`config.mk`:
```
export PLATFORM = sky130hd
export DESIGN_NAME = fft_peak_unload
export DESIGN_NICKNAME = d
export VERILOG_FILES = /design/src/rtl/fft_peak_unload.sv
export SDC_FILE = /design/constraint.sdc
export NUM_CORES = 1
export LEC_CHECK = 0
export BUFFER_PORTS_ARGS = -buffer_cell sky130_fd_sc_hd__buf_2
export CAP_MARGIN = 20
export CORE_AREA = 5 5 100 102
export DETAILED_ROUTE_END_ITERATION = 12
export DIE_AREA = 0 0 105 107
export PLACE_DENSITY = 0.79
export RECOVER_POWER = 50
export SKIP_LAST_GASP = 1
export SLEW_MARGIN = 0
export SYNTH_ARGS = -nofsm -noshare
export SYNTH_HDL_FRONTEND = slang
export SYNTH_SLANG_ARGS = --single-unit
```
`constraint.sdc`:
```
create_clock -name clk -period 5.5 [get_ports clk]
set_input_delay 0.825 -clock clk [delete_from_list [all_inputs] [get_ports clk]]
set_output_delay 0.825 -clock clk [all_outputs]
set_load 0.03 [all_outputs]
```
`src/rtl/fft_peak_unload.sv`:
```
// rtl/fft_peak_unload.sv - scans FFT result RAM bins 1..FFT_SIZE/2-1 and reports the strongest L1-magnitude bin
// Optional build macro PEAK_THRESH_EN adds a per-frame detection threshold (thresh / peak_found).
module fft_peak_unload #(
  parameter int BIT_WIDTH = 16,
  parameter int N         = 9,
  parameter int FFT_SIZE  = 512
) (
  input  logic                 clk,
  input  logic                 reset,
  input  logic                 fft_done,
  output logic [N-1:0]         rd_add,
  output logic                 rd_en,
  input  logic [BIT_WIDTH-1:0] rd_re,
  input  logic [BIT_WIDTH-1:0] rd_im,
  output logic [N-2:0]         peak_bin,
  output logic [BIT_WIDTH:0]   peak_mag,
  output logic                 peak_valid,
  input  logic                 peak_ready,
  output logic                 busy,
  output logic                 frame_drop
`ifdef PEAK_THRESH_EN
  ,
  input  logic [BIT_WIDTH:0]   thresh,
  output logic                 peak_found
`endif
);

  localparam int NB = N - 1;

  localparam logic [1:0] IDLE  = 2'd0;
  localparam logic [1:0] READ  = 2'd1;
  localparam logic [1:0] DRAIN = 2'd2;
  localparam logic [1:0] HOLD  = 2'd3;

  localparam logic [N-1:0]         LAST_ADD = N'(FFT_SIZE / 2 - 1);
  localparam logic [N-1:0]         ADD_ONE  = N'(1);
  localparam logic [NB-1:0]        BIN_ONE  = NB'(1);
  localparam logic [BIT_WIDTH-1:0] ONE      = BIT_WIDTH'(1);

  logic [1:0]           state_q, state_d;
  logic                 fft_done_q;
  logic [N-1:0]         rd_add_q, rd_add_d;
  logic                 rd_en_q, rd_en_d;
  logic                 smp_vld_q;
  logic [NB-1:0]        smp_bin_q;
  logic [BIT_WIDTH:0]   best_mag_q, best_mag_d;
  logic [NB-1:0]        best_bin_q, best_bin_d;
  logic [BIT_WIDTH:0]   peak_mag_q, peak_mag_d;
  logic [NB-1:0]        peak_bin_q, peak_bin_d;
`ifdef PEAK_THRESH_EN
  logic [BIT_WIDTH:0]   thresh_q, thresh_d;
  logic                 found_q, found_d;
`endif

  logic                 rise;
  logic [BIT_WIDTH-1:0] re_abs, im_abs;
  logic [BIT_WIDTH:0]   mag;

  assign rise = fft_done & ~fft_done_q;

  // abs(-2^(BW-1)) wraps to 2^(BW-1), which is exactly right when read as unsigned
  assign re_abs = rd_re[BIT_WIDTH-1] ? (~rd_re + ONE) : rd_re;
  assign im_abs = rd_im[BIT_WIDTH-1] ? (~rd_im + ONE) : rd_im;
  assign mag    = {1'b0, re_abs} + {1'b0, im_abs};

  always_comb begin
    state_d    = state_q;
    rd_add_d   = rd_add_q;
    rd_en_d    = 1'b0;
    best_mag_d = best_mag_q;
    best_bin_d = best_bin_q;
    peak_mag_d = peak_mag_q;
    peak_bin_d = peak_bin_q;
`ifdef PEAK_THRESH_EN
    thresh_d   = thresh_q;
    found_d    = found_q;
`endif

    // strict compare keeps the lowest bin on ties
    if (smp_vld_q && (mag > best_mag_q)) begin
      best_mag_d = mag;
      best_bin_d = smp_bin_q;
    end

    case (state_q)
      IDLE: begin
        if (rise) begin
          state_d    = READ;
          rd_add_d   = ADD_ONE;
          rd_en_d    = 1'b1;
          best_mag_d = '0;
          best_bin_d = BIN_ONE;
`ifdef PEAK_THRESH_EN
          thresh_d   = thresh;
`endif
        end
      end
      READ: begin
        if (rd_add_q == LAST_ADD) begin
          state_d = DRAIN;
        end else begin
          rd_add_d = rd_add_q + ADD_ONE;
          rd_en_d  = 1'b1;
        end
      end
      DRAIN: begin
        // best_*_d already includes the final sample arriving this cycle
        state_d = HOLD;
`ifdef PEAK_THRESH_EN
        if (best_mag_d > thresh_q) begin
          found_d    = 1'b1;
          peak_mag_d = best_mag_d;
          peak_bin_d = best_bin_d;
        end else begin
          found_d    = 1'b0;
          peak_mag_d = '0;
          peak_bin_d = '0;
        end
`else
        peak_mag_d = best_mag_d;
        peak_bin_d = best_bin_d;
`endif
      end
      HOLD: begin
        if (peak_ready) begin
          state_d = IDLE;
        end
      end
      default: state_d = IDLE;
    endcase
  end

  always_ff @(posedge clk) begin
    if (!reset) begin
      state_q    <= IDLE;
      fft_done_q <= 1'b0;
      rd_add_q   <= '0;
      rd_en_q    <= 1'b0;
      smp_vld_q  <= 1'b0;
      smp_bin_q  <= '0;
      best_mag_q <= '0;
      best_bin_q <= '0;
      peak_mag_q <= '0;
      peak_bin_q <= '0;
`ifdef PEAK_THRESH_EN
      thresh_q   <= '0;
      found_q    <= 1'b0;
`endif
    end else begin
      state_q    <= state_d;
      fft_done_q <= fft_done;
      rd_add_q   <= rd_add_d;
      rd_en_q    <= rd_en_d;
      smp_vld_q  <= rd_en_q;
      smp_bin_q  <= rd_add_q[NB-1:0];
      best_mag_q <= best_mag_d;
      best_bin_q <= best_bin_d;
      peak_mag_q <= peak_mag_d;
      peak_bin_q <= peak_bin_d;
`ifdef PEAK_THRESH_EN
      thresh_q   <= thresh_d;
      found_q    <= found_d;
`endif
    end
  end

  assign rd_add     = rd_add_q;
  assign rd_en      = rd_en_q;
  assign peak_bin   = peak_bin_q;
  assign peak_mag   = peak_mag_q;
  assign peak_valid = (state_q == HOLD);
  assign busy       = (state_q == READ) || (state_q == DRAIN);
  assign frame_drop = rise && (state_q != IDLE);
`ifdef PEAK_THRESH_EN
  assign peak_found = found_q;
`endif

endmodule
```
After elaboration in Yosys (flattened, before gate mapping)
Index checks and enable logic that the tools add are counted.
Widths: inputs -> output; s select.
{"block": "word_totals", "reg_bits": 72, "word_cells": 53, "input_bits": 36, "output_inout_bits": 38}
{"block": "op_classes", "n_bitwise": 4, "reduce_logical": 8, "n_eq_ne": 8, "magnitude_cmp": 1, "n_mux": 18, "add_sub_neg": 4}
{"operator": "$mux 17", "count": 3}
{"operator": "$add 16x1->16 const B", "count": 2}
{"operator": "$mux 16", "count": 2}
{"operator": "$not 16->16", "count": 2}
{"operator": "$mux 8", "count": 3}
{"operator": "$mux 9", "count": 2}
{"operator": "$pmux 9 s2", "count": 1}
{"operator": "$add 16x16->17", "count": 1}
{"operator": "$gt 17x17->1", "count": 1}
{"operator": "$add 9x1->9 const B", "count": 1}
{"operator": "$eq 9x8->1 const B", "count": 1}
{"operator": "$pmux 2 s4", "count": 1}
{"operator": "$mux 2", "count": 3}
{"operator": "$ne 2x2->1 const B", "count": 3}
{"operator": "$reduce_and 3->1", "count": 2}
{"operator": "$eq 2x2->1 const B", "count": 2}
{"operator": "$reduce_bool 2->1", "count": 2}
{"operator": "$eq 2x1->1 const B", "count": 1}
{"operator": "$logic_and 1x1->1", "count": 2}
{"operator": "$logic_not 2->1", "count": 1}
{"operator": "$mux 1", "count": 2}
{"operator": "$ne 2x1->1 const B", "count": 1}
{"operator": "$pmux 1 s2", "count": 1}
{"operator": "$and 1x1->1", "count": 1}
{"operator": "other kinds (2)", "count": 2}

Logic depth before layout (Yosys ltp)
Gate-level depths: netlist of run 1.
{"block": "depth", "ltp_word": 9, "mapped_depth": 23, "depth_no_buf": 21}

Worst setup path after synthesis of run 1
Ideal clock, no wire load.
{"block": "synth_timing", "kind": "input to register", "start": "input rd_im[4]", "end": "register peak_mag_q[2] (netlist: peak_mag[2])", "path_slack_ns": 0.128, "setup_time_ns": 0.122, "path_buffers": 3, "required_ns": 5.378, "arrival_ns": 5.250, "path_stages": 21, "path_cell_list": "nor3_1 -> nand2_1 -> or2_2 -> or3_1 -> o31ai_1 -> xnor2_1 -> ha_1 -> clkbuf_1 -> and2_1 -> and4_1 -> nand2_1 -> a31o_2 -> and2_1 -> ha_1 -> nand4_1 -> or4_1 -> o31a_1 -> o41a_1 -> buf_6 -> buf_6 -> a311o_1"}
{"block": "synth_via", "elab_chain_cells": 7}
{"element": "start, declared", "line": "14", "source": "input logic [BIT_WIDTH-1:0] rd_im,"}
{"element": "$not 16->16", "line": "63", "source": "assign im_abs = rd_im[BIT_WIDTH-1] ? (~rd_im + ONE) : rd_im;"}
{"element": "$add 16x1->16", "line": "63"}
{"element": "$mux 16 (*)", "line": "63"}
{"element": "$add 16x16->17 (*)", "line": "64", "source": "assign mag = {1'b0, re_abs} + {1'b0, im_abs};"}
{"element": "$gt 17x17->1 (*)", "line": "80", "source": "if (smp_vld_q && (mag > best_mag_q)) begin"}
{"element": "$logic_and 1x1->1 (*)", "line": "80"}
{"element": "$mux 17 (*)", "line": "80"}
{"element": "end signal, assigned", "line": "158", "source": "peak_mag_q <= peak_mag_d;"}
{"element": "end, declared", "line": "48", "source": "logic [BIT_WIDTH:0] peak_mag_q, peak_mag_d;"}
Mark *: on every way between the ends. The rest lies on a longest branch, timed or not.
A chain may end at the register's enable or synchronous reset.

Worst setup path after layout of run 1
{"block": "layout_timing", "start": "input rd_re[3]", "end": "register peak_mag_q[9] (netlist: peak_mag[9])"}
{"block": "layout_via", "elab_chain_cells": 7}
{"element": "start, declared", "line": "13", "source": "input logic [BIT_WIDTH-1:0] rd_re,"}
{"element": "$not 16->16", "line": "62", "source": "assign re_abs = rd_re[BIT_WIDTH-1] ? (~rd_re + ONE) : rd_re;"}
{"element": "$add 16x1->16", "line": "62"}
{"element": "$mux 16 (*)", "line": "62"}
{"element": "$add 16x16->17 (*)", "line": "64"}
{"element": "$gt 17x17->1", "line": "80"}
{"element": "$logic_and 1x1->1", "line": "80"}
{"element": "$mux 17 (*)", "line": "80"}
Marked as above.

==> results.yml, run 1 <==
route:
  routed_wl_um: 11000
  top_layer: "met4"
  wire_per_inst_um: 14.9
  drc: 0
  route.met3.wl_um: 486
  drt_first_iter_violations: 156
  wl_met2_um: 5280
  drt-vias-per-instance: 5.60
  num_vias: 4128
  wl_met1_um: 4900
  drtAntennaViolNets: 0
  dr.pass1.iters: 4
critical_path:
  crit_path_start: "rd_re[3]"
  reg2reg_from: "best_mag_q[16]"
  cp_data_required_time_ns: 5.70
  setup.worst_path.end_class: "flop"
  critPathCapture: "peak_mag[9]"
  cp_max_fo: 10
  rr_worst_depth: 9
  r2r-end: "peak_mag[9]"
  path_class: "input pin to flop"
  start_kind: "input pin"
  cp.arrival_ns: 5.52
  r2r_slack_ns: 2.89
sta:
  max_clock_freq_ghz: 0.188
  maxSlewHeadroom: 0.0861
  fin_crit_ns: 5.31
  drv_slew: 0
  hold_viol: 0
  skew_ns: 0.0137
  tightest_slew_ns: 1.37
  fin_crit_sh: 0.966
  setup_viol_count_final: 0
  worst_slack_ns: 0.186
power_and_ir_drop:
  power_leakage_nw: 2.12
  p_per_area_nw_per_um2: 388
  vdd_drop_max_mv: 0.314
layout:
  finalNetCount: 699
  fillCellCount: 814
  drive_gt1_frac: 0.157
  multiInputGateArea_um2: 2910
  final-seq-area_um2: 1440
  num_antenna_cells: 0
  area_growth_pct: 17.8
  post-route-util: 0.588
global_route:
  track_usage: 0.196
  antenna_found_initial: 0
  overflow: 0
  grt_max_degree: 53
  grt_pass1_wl_um: 18700
  grt_pass1_vias: 4195
clock_tree:
  cts_tree: "yes"
  cts-htree-levels: 3
  cts-buffers-inserted: 9
  clock_latency_ns: 0.35
  root_buffer: "clkbuf_8"
  cts-hold-fix-buffers: 0
  cts.sinks: 72
  cts_buffer_depth: 2
  clk_pin_slew_ns: 0.08
run:
  cap_viol_max_count: 0
synth:
  synth_cells: 536
  synthFlopType: "dfxtp_1"
  ys_types: 53
  syn-mean-instance-area_um2: 8.40
  ys_async_sr_fraction: 0
  yosys.area.top_type: "dfxtp_1"
  syn_area_um2: 4500
  yosys-top-cells-area: "dfxtp_1, ha_1, xnor2_1"
  ys_ff_latch: 72
  synthesis.nets: 614
  ys.warnings.count: 0
  synth_top_area_frac: 0.320
  synth_edf_count: 0
  synth-seq-area-share: 0.320
place:
  place_ws_ns: -0.157
  port_buffers: 73
  hpwlAfterDp_um: 8280
  place.gp.congestion: 0.936
floorplan:
  rows: 35
  core_area_um2: 9020
  die_h_um: 107
  die_area_um2: 11200
  io_pins: 74
  start_util: 0.499
  die_w_um: 105
min_path:
  hold_path.class: "flop to flop"
status:
  status: "finished clean"
critical path, stage by stage:
cell and delay, ns:
buf_2 0.11, nor3_1 0.27, nand3_1 0.14, or3_1 0.37, nand2b_1 0.20, o31ai_2 0.24, xnor2_1 0.17, ha_1 0.32
a21oi_1 0.21, o21bai_1 0.08, a21o_1 0.18, nor2_1 0.22, inv_1 0.10, ha_1 0.33, nand4_1 0.16, or4_4 0.58
o31a_1 0.31, o41a_2 0.16, buf_12 0.18, mux2i_2 0.24, a21oi_1 0.13
area by class of cell:
cell class,instances,share of cell area
multi-input combinational,411,0.548
sequential,72,0.272
timing repair buffer,96,0.0972
tap,111,0.0262
clock buffer,9,0.0234
inverter,31,0.0219
clock inverter,7,0.0116
cell families (layout without fill, tap and decap cells):
kind of cell,Yosys count,in the layout,synth area share
flip-flops,72,72,0.320
AO/OA/AOI/OAI,146,146,0.205
buffers and inverters,53,143,0.0509
XOR/XNOR,40,40,0.0778
AND/OR/NAND/NOR,161,161,0.179
multiplexers,22,22,0.0492
adder cells (fa/ha/maj),42,42,0.118
flip-flops by register name (all words and copies together), names as in the netlist:
signal,cells
smp_bin_q,8
best_bin_q,8
peak_mag,17
best_mag_q,17
state_q,2
smp_vld_q,1
rd_add,9
fft_done_q,1
rd_en,1
peak_bin,8
cells in the mapped netlist (all sizes together) (5+ instances only):
library cell,count
o21ai,39
xor2,10
nand3b,5
xnor2,30
and2,12
nand2b,11
nor2,45
nand3,14
a21oi,48
dfxtp,72
mux2i,21
ha,41
o31ai,6
nand2,37
nor3,7
a211oi,5
nand4,8
inv,31
or3,5
clkbuf,18
a21o,8
worst min path at each step:
stage	slack, ns	cells past startpoint	endpoint	start
floorplan	0.46	2	best_bin_q[1]	best_bin_q[1]
global placement	0.46	1	smp_vld_q	rd_en
detailed placement	0.45	1	smp_vld_q	rd_en
CTS	0.46	1	smp_vld_q	rd_en
global route	0.51	1	smp_vld_q	rd_en
finish	0.46	1	smp_vld_q	rd_en
cell usage in the layout (no fill, tap or decap), types with 3 or more instances in the layout:
cell type / netlist / layout
dfxtp_1: 72 / 72
a21oi_1: 48 / 48
nor2_1: 45 / 45
ha_1: 41 / 40
o21ai_0: 39 / 38
clkbuf_1: 18 / 38
nand2_1: 37 / 37
buf_2: 0 / 35
inv_1: 31 / 31
xnor2_1: 30 / 30
buf_4: 0 / 21
mux2i_1: 21 / 18
nand3_1: 14 / 14
nand2b_1: 10 / 10
xor2_1: 10 / 10
clkbuf_8: 0 / 9
a21o_1: 8 / 8
nand4_1: 8 / 8
nor3_1: 7 / 6
and2_0: 0 / 6
nand3b_1: 5 / 5
and2_1: 12 / 5
or3_1: 5 / 4
and3_1: 4 / 4
a211o_1: 4 / 4
a31oi_1: 4 / 4
o21bai_1: 4 / 4
a31o_2: 4 / 4
a211oi_1: 5 / 4
o31ai_1: 6 / 3
o41ai_1: 4 / 3
mux2i_2: 0 / 3
inv_6: 0 / 3
stage by stage:
stage                     TNS, ns  total power, mW  hold WS (ns)  std cells  area, um2
after floorplan                 0             1.39         0.456        536       4500
after global placement    -0.0215             1.63         0.460        720       5080
after detailed placement    -3.58             1.66         0.447        720       5080
after CTS                       0             2.06         0.460        736       5270
after global routing       -0.237             2.21         0.506        737       5300
final                           0             2.06         0.460        737       5300
layer usage:
| metal | track usage | up-vias |
|---|---|---|
| li1 | - | 2081 |
| met1 | 0.245 | 1905 |
| met2 | 0.330 | 112 |
| met3 | 0.0403 | 30 |
| met4 | 0.0785 | 0 |
| met5 | 0 | - |
timing repair:
| action | CTS | global route |
|---|---|---|
| buffers inserted | 0 | 1 |
| hold endpoints to repair | 0 | 0 |
| resized for setup | 0 | 17 |
| endpoints found under the setup margin | 0 | 50 |
report_power, final:
group	switching, mW	internal, mW	total [mW]
sequential	0.0572	0.613	0.670
clock	0.222	0.172	0.394
combinational	0.632	0.360	0.992
No activity file was read; power rests on OpenSTA's default activity.
==> run 2, diff against run 1 <==
--- a/config.mk
+++ b/config.mk
@@ -5,12 +5,12 @@
 export SDC_FILE = /design/constraint.sdc
 export NUM_CORES = 1
 export LEC_CHECK = 0
-export BUFFER_PORTS_ARGS = -buffer_cell sky130_fd_sc_hd__buf_2
 export CAP_MARGIN = 20
-export CORE_AREA = 5 5 100 102
+export CORE_AREA = 5 5 95 97
 export DETAILED_ROUTE_END_ITERATION = 12
-export DIE_AREA = 0 0 105 107
-export PLACE_DENSITY = 0.79
+export DIE_AREA = 0 0 100 102
+export DONT_BUFFER_PORTS = 1
+export PLACE_DENSITY = 0.78
 export RECOVER_POWER = 50
 export SKIP_LAST_GASP = 1
 export SLEW_MARGIN = 0
==> results.yml, run 2 (synthesis gave the netlist of run 1 again) <==
clock_tree:
  cts_setup_buffers: 0
  clock_latency_ns: 0.35
  cts-hold-fix-buffers: 0
  cts_tree: "yes"
  cts.sinks: 72
  post_cts_resized: 0
  clk_pin_slew_ns: 0.08
  cts-htree-levels: 3
  cts_buffer_depth: 2
  cts-buffers-inserted: 9
  root_buffer: "clkbuf_8"
global_route:
  overflow: 0
  grt_pass1_wl_um: 17200
  track_usage: 0.205
  antenna_found_initial: 0
  grt_pass1_vias: 3787
  grt_max_degree: 39
layout:
  final_common_cell: "dfxtp_1"
  drive_gt1_frac: 0.0775
  final_cell_mix: "dfxtp_1, a21oi_1, nor2_1"
  area_growth_pct: 7.37
  num_antenna_cells: 0
  stdcell_count: 647
  finalNetCount: 615
place:
  dp.cells: 631
  place_ws_ns: -0.0873
  place.gp.congestion: 0.888
  port_buffers: 0
  hpwlAfterDp_um: 7960
sta:
  skew_ns: 0.0150
  maxSlewHeadroom: 0.444
  fin_crit_sh: 0.949
  rsz0062_at_grt: "no"
  setup_viol_count_final: 0
  drv_slew: 0
  fin_crit_ns: 5.22
  max_clock_freq_ghz: 0.192
  hold_viol: 0
  fin_tns_setup_ns: 0
  worst_slack_ns: 0.281
  tightest_slew_ns: 0.832
route:
  wire_per_inst_um: 15.8
  drtAntennaViolNets: 0
  top_layer: "met4"
  wl_met1_um: 4520
  dr.pass1.iters: 4
  drt-vias-per-instance: 5.92
  route.met3.wl_um: 590
  num_vias: 3829
  routed_wl_um: 10200
  drc: 0
  wl_met2_um: 5010
  drt_first_iter_violations: 183
floorplan:
  rows: 33
  die_h_um: 102
  die_w_um: 100
  start_util: 0.559
  core_area_um2: 8050
  io_pins: 74
  die_area_um2: 10200
status:
  status: "finished clean"
critical_path:
  r2r-end: "peak_mag[10]"
  cp_data_required_time_ns: 5.70
  path_class: "input pin to flop"
  cp.arrival_ns: 5.42
  cp_max_fo: 27
  rr_worst_depth: 9
  r2r_slack_ns: 2.84
  reg2reg_from: "best_mag_q[12]"
  start_kind: "input pin"
  setup.worst_path.end_class: "flop"
power_and_ir_drop:
  power_leakage_nw: 1.87
  power_mw: 1.95
  vdd_drop_max_mv: 0.383
  p_per_area_nw_per_um2: 403
min_path:
  hold-path-cell-count: 2
  hold_path.class: "flop to flop"
  hold_end: "best_bin_q[4]"
  hold_start: "best_bin_q[4]"
run:
  cap_viol_max_count: 0
-- run 2: changes by cell type in the layout (fill, tap and decap cells not counted), moves of 2 or more --
cell / delta
mux2i_2: -2
mux2i_1: +2
and2_1: +2
buf_2: -35
o31ai_1: +2
inv_6: -2
clkbuf_1: -38
buf_4: -10
-- run 2: critical path, cell delays in order --
cell and delay [ns]:
nor3_1 0.24, nand3_1 0.13, or3_1 0.37, o31ai_1 0.26, xnor2_1 0.11, ha_1 0.36, a21o_1 0.18, nor3_2 0.05
a2111o_1 0.44, a31o_2 0.25, and2_1 0.14, ha_1 0.28, nand4_1 0.13, or4_1 0.57, o31a_1 0.33, o41a_2 0.17
buf_12 0.19, mux2i_2 0.27, a21oi_1 0.10
-- run 2: layout make-up --
cell class                 instances  area (um2)
inverter                          31         116
clock buffer                       9         124
timing repair buffer              12         103
tap                              105         131
sequential                        72        1440
clock inverter                     7        63.8
multi-input combinational        411        2850
fill                             724        3220
-- run 2: where the power goes --
part / internal [mW] / switching, mW
logic: 0.304 / 0.444
registers: 0.613 / 0.196
clock network: 0.173 / 0.219
-- run 2: worst max path at each step --
| stage | end | startpoint | cells past startpoint |
|---|---|---|---|
| floorplan | peak_mag[2] | rd_im[4] | 21 |
| global placement | peak_mag[10] | rd_im[4] | 19 |
| detailed placement | peak_mag[10] | rd_re[3] | 19 |
| CTS | peak_mag[10] | rd_re[3] | 19 |
| global route | peak_mag[10] | rd_re[3] | 19 |
| finish | peak_mag[10] | rd_re[3] | 19 |
-- run 2: per-layer routing --
metal,vias up,GRT usage
met2,99,0.352
met4,0,0.0642
met5,-,0
met3,10,0.0560
met1,1806,0.252
li1,1914,-
-- run 2: through the flow --
step                hold WS, ns  utilization  cell area, um2
floorplan                 0.456            -            4500
detailed placement        0.485        0.574            4620
global route              0.526        0.600            4830
finish                    0.504        0.600            4830
CTS                       0.505        0.598            4810
global placement          0.474        0.574            4620
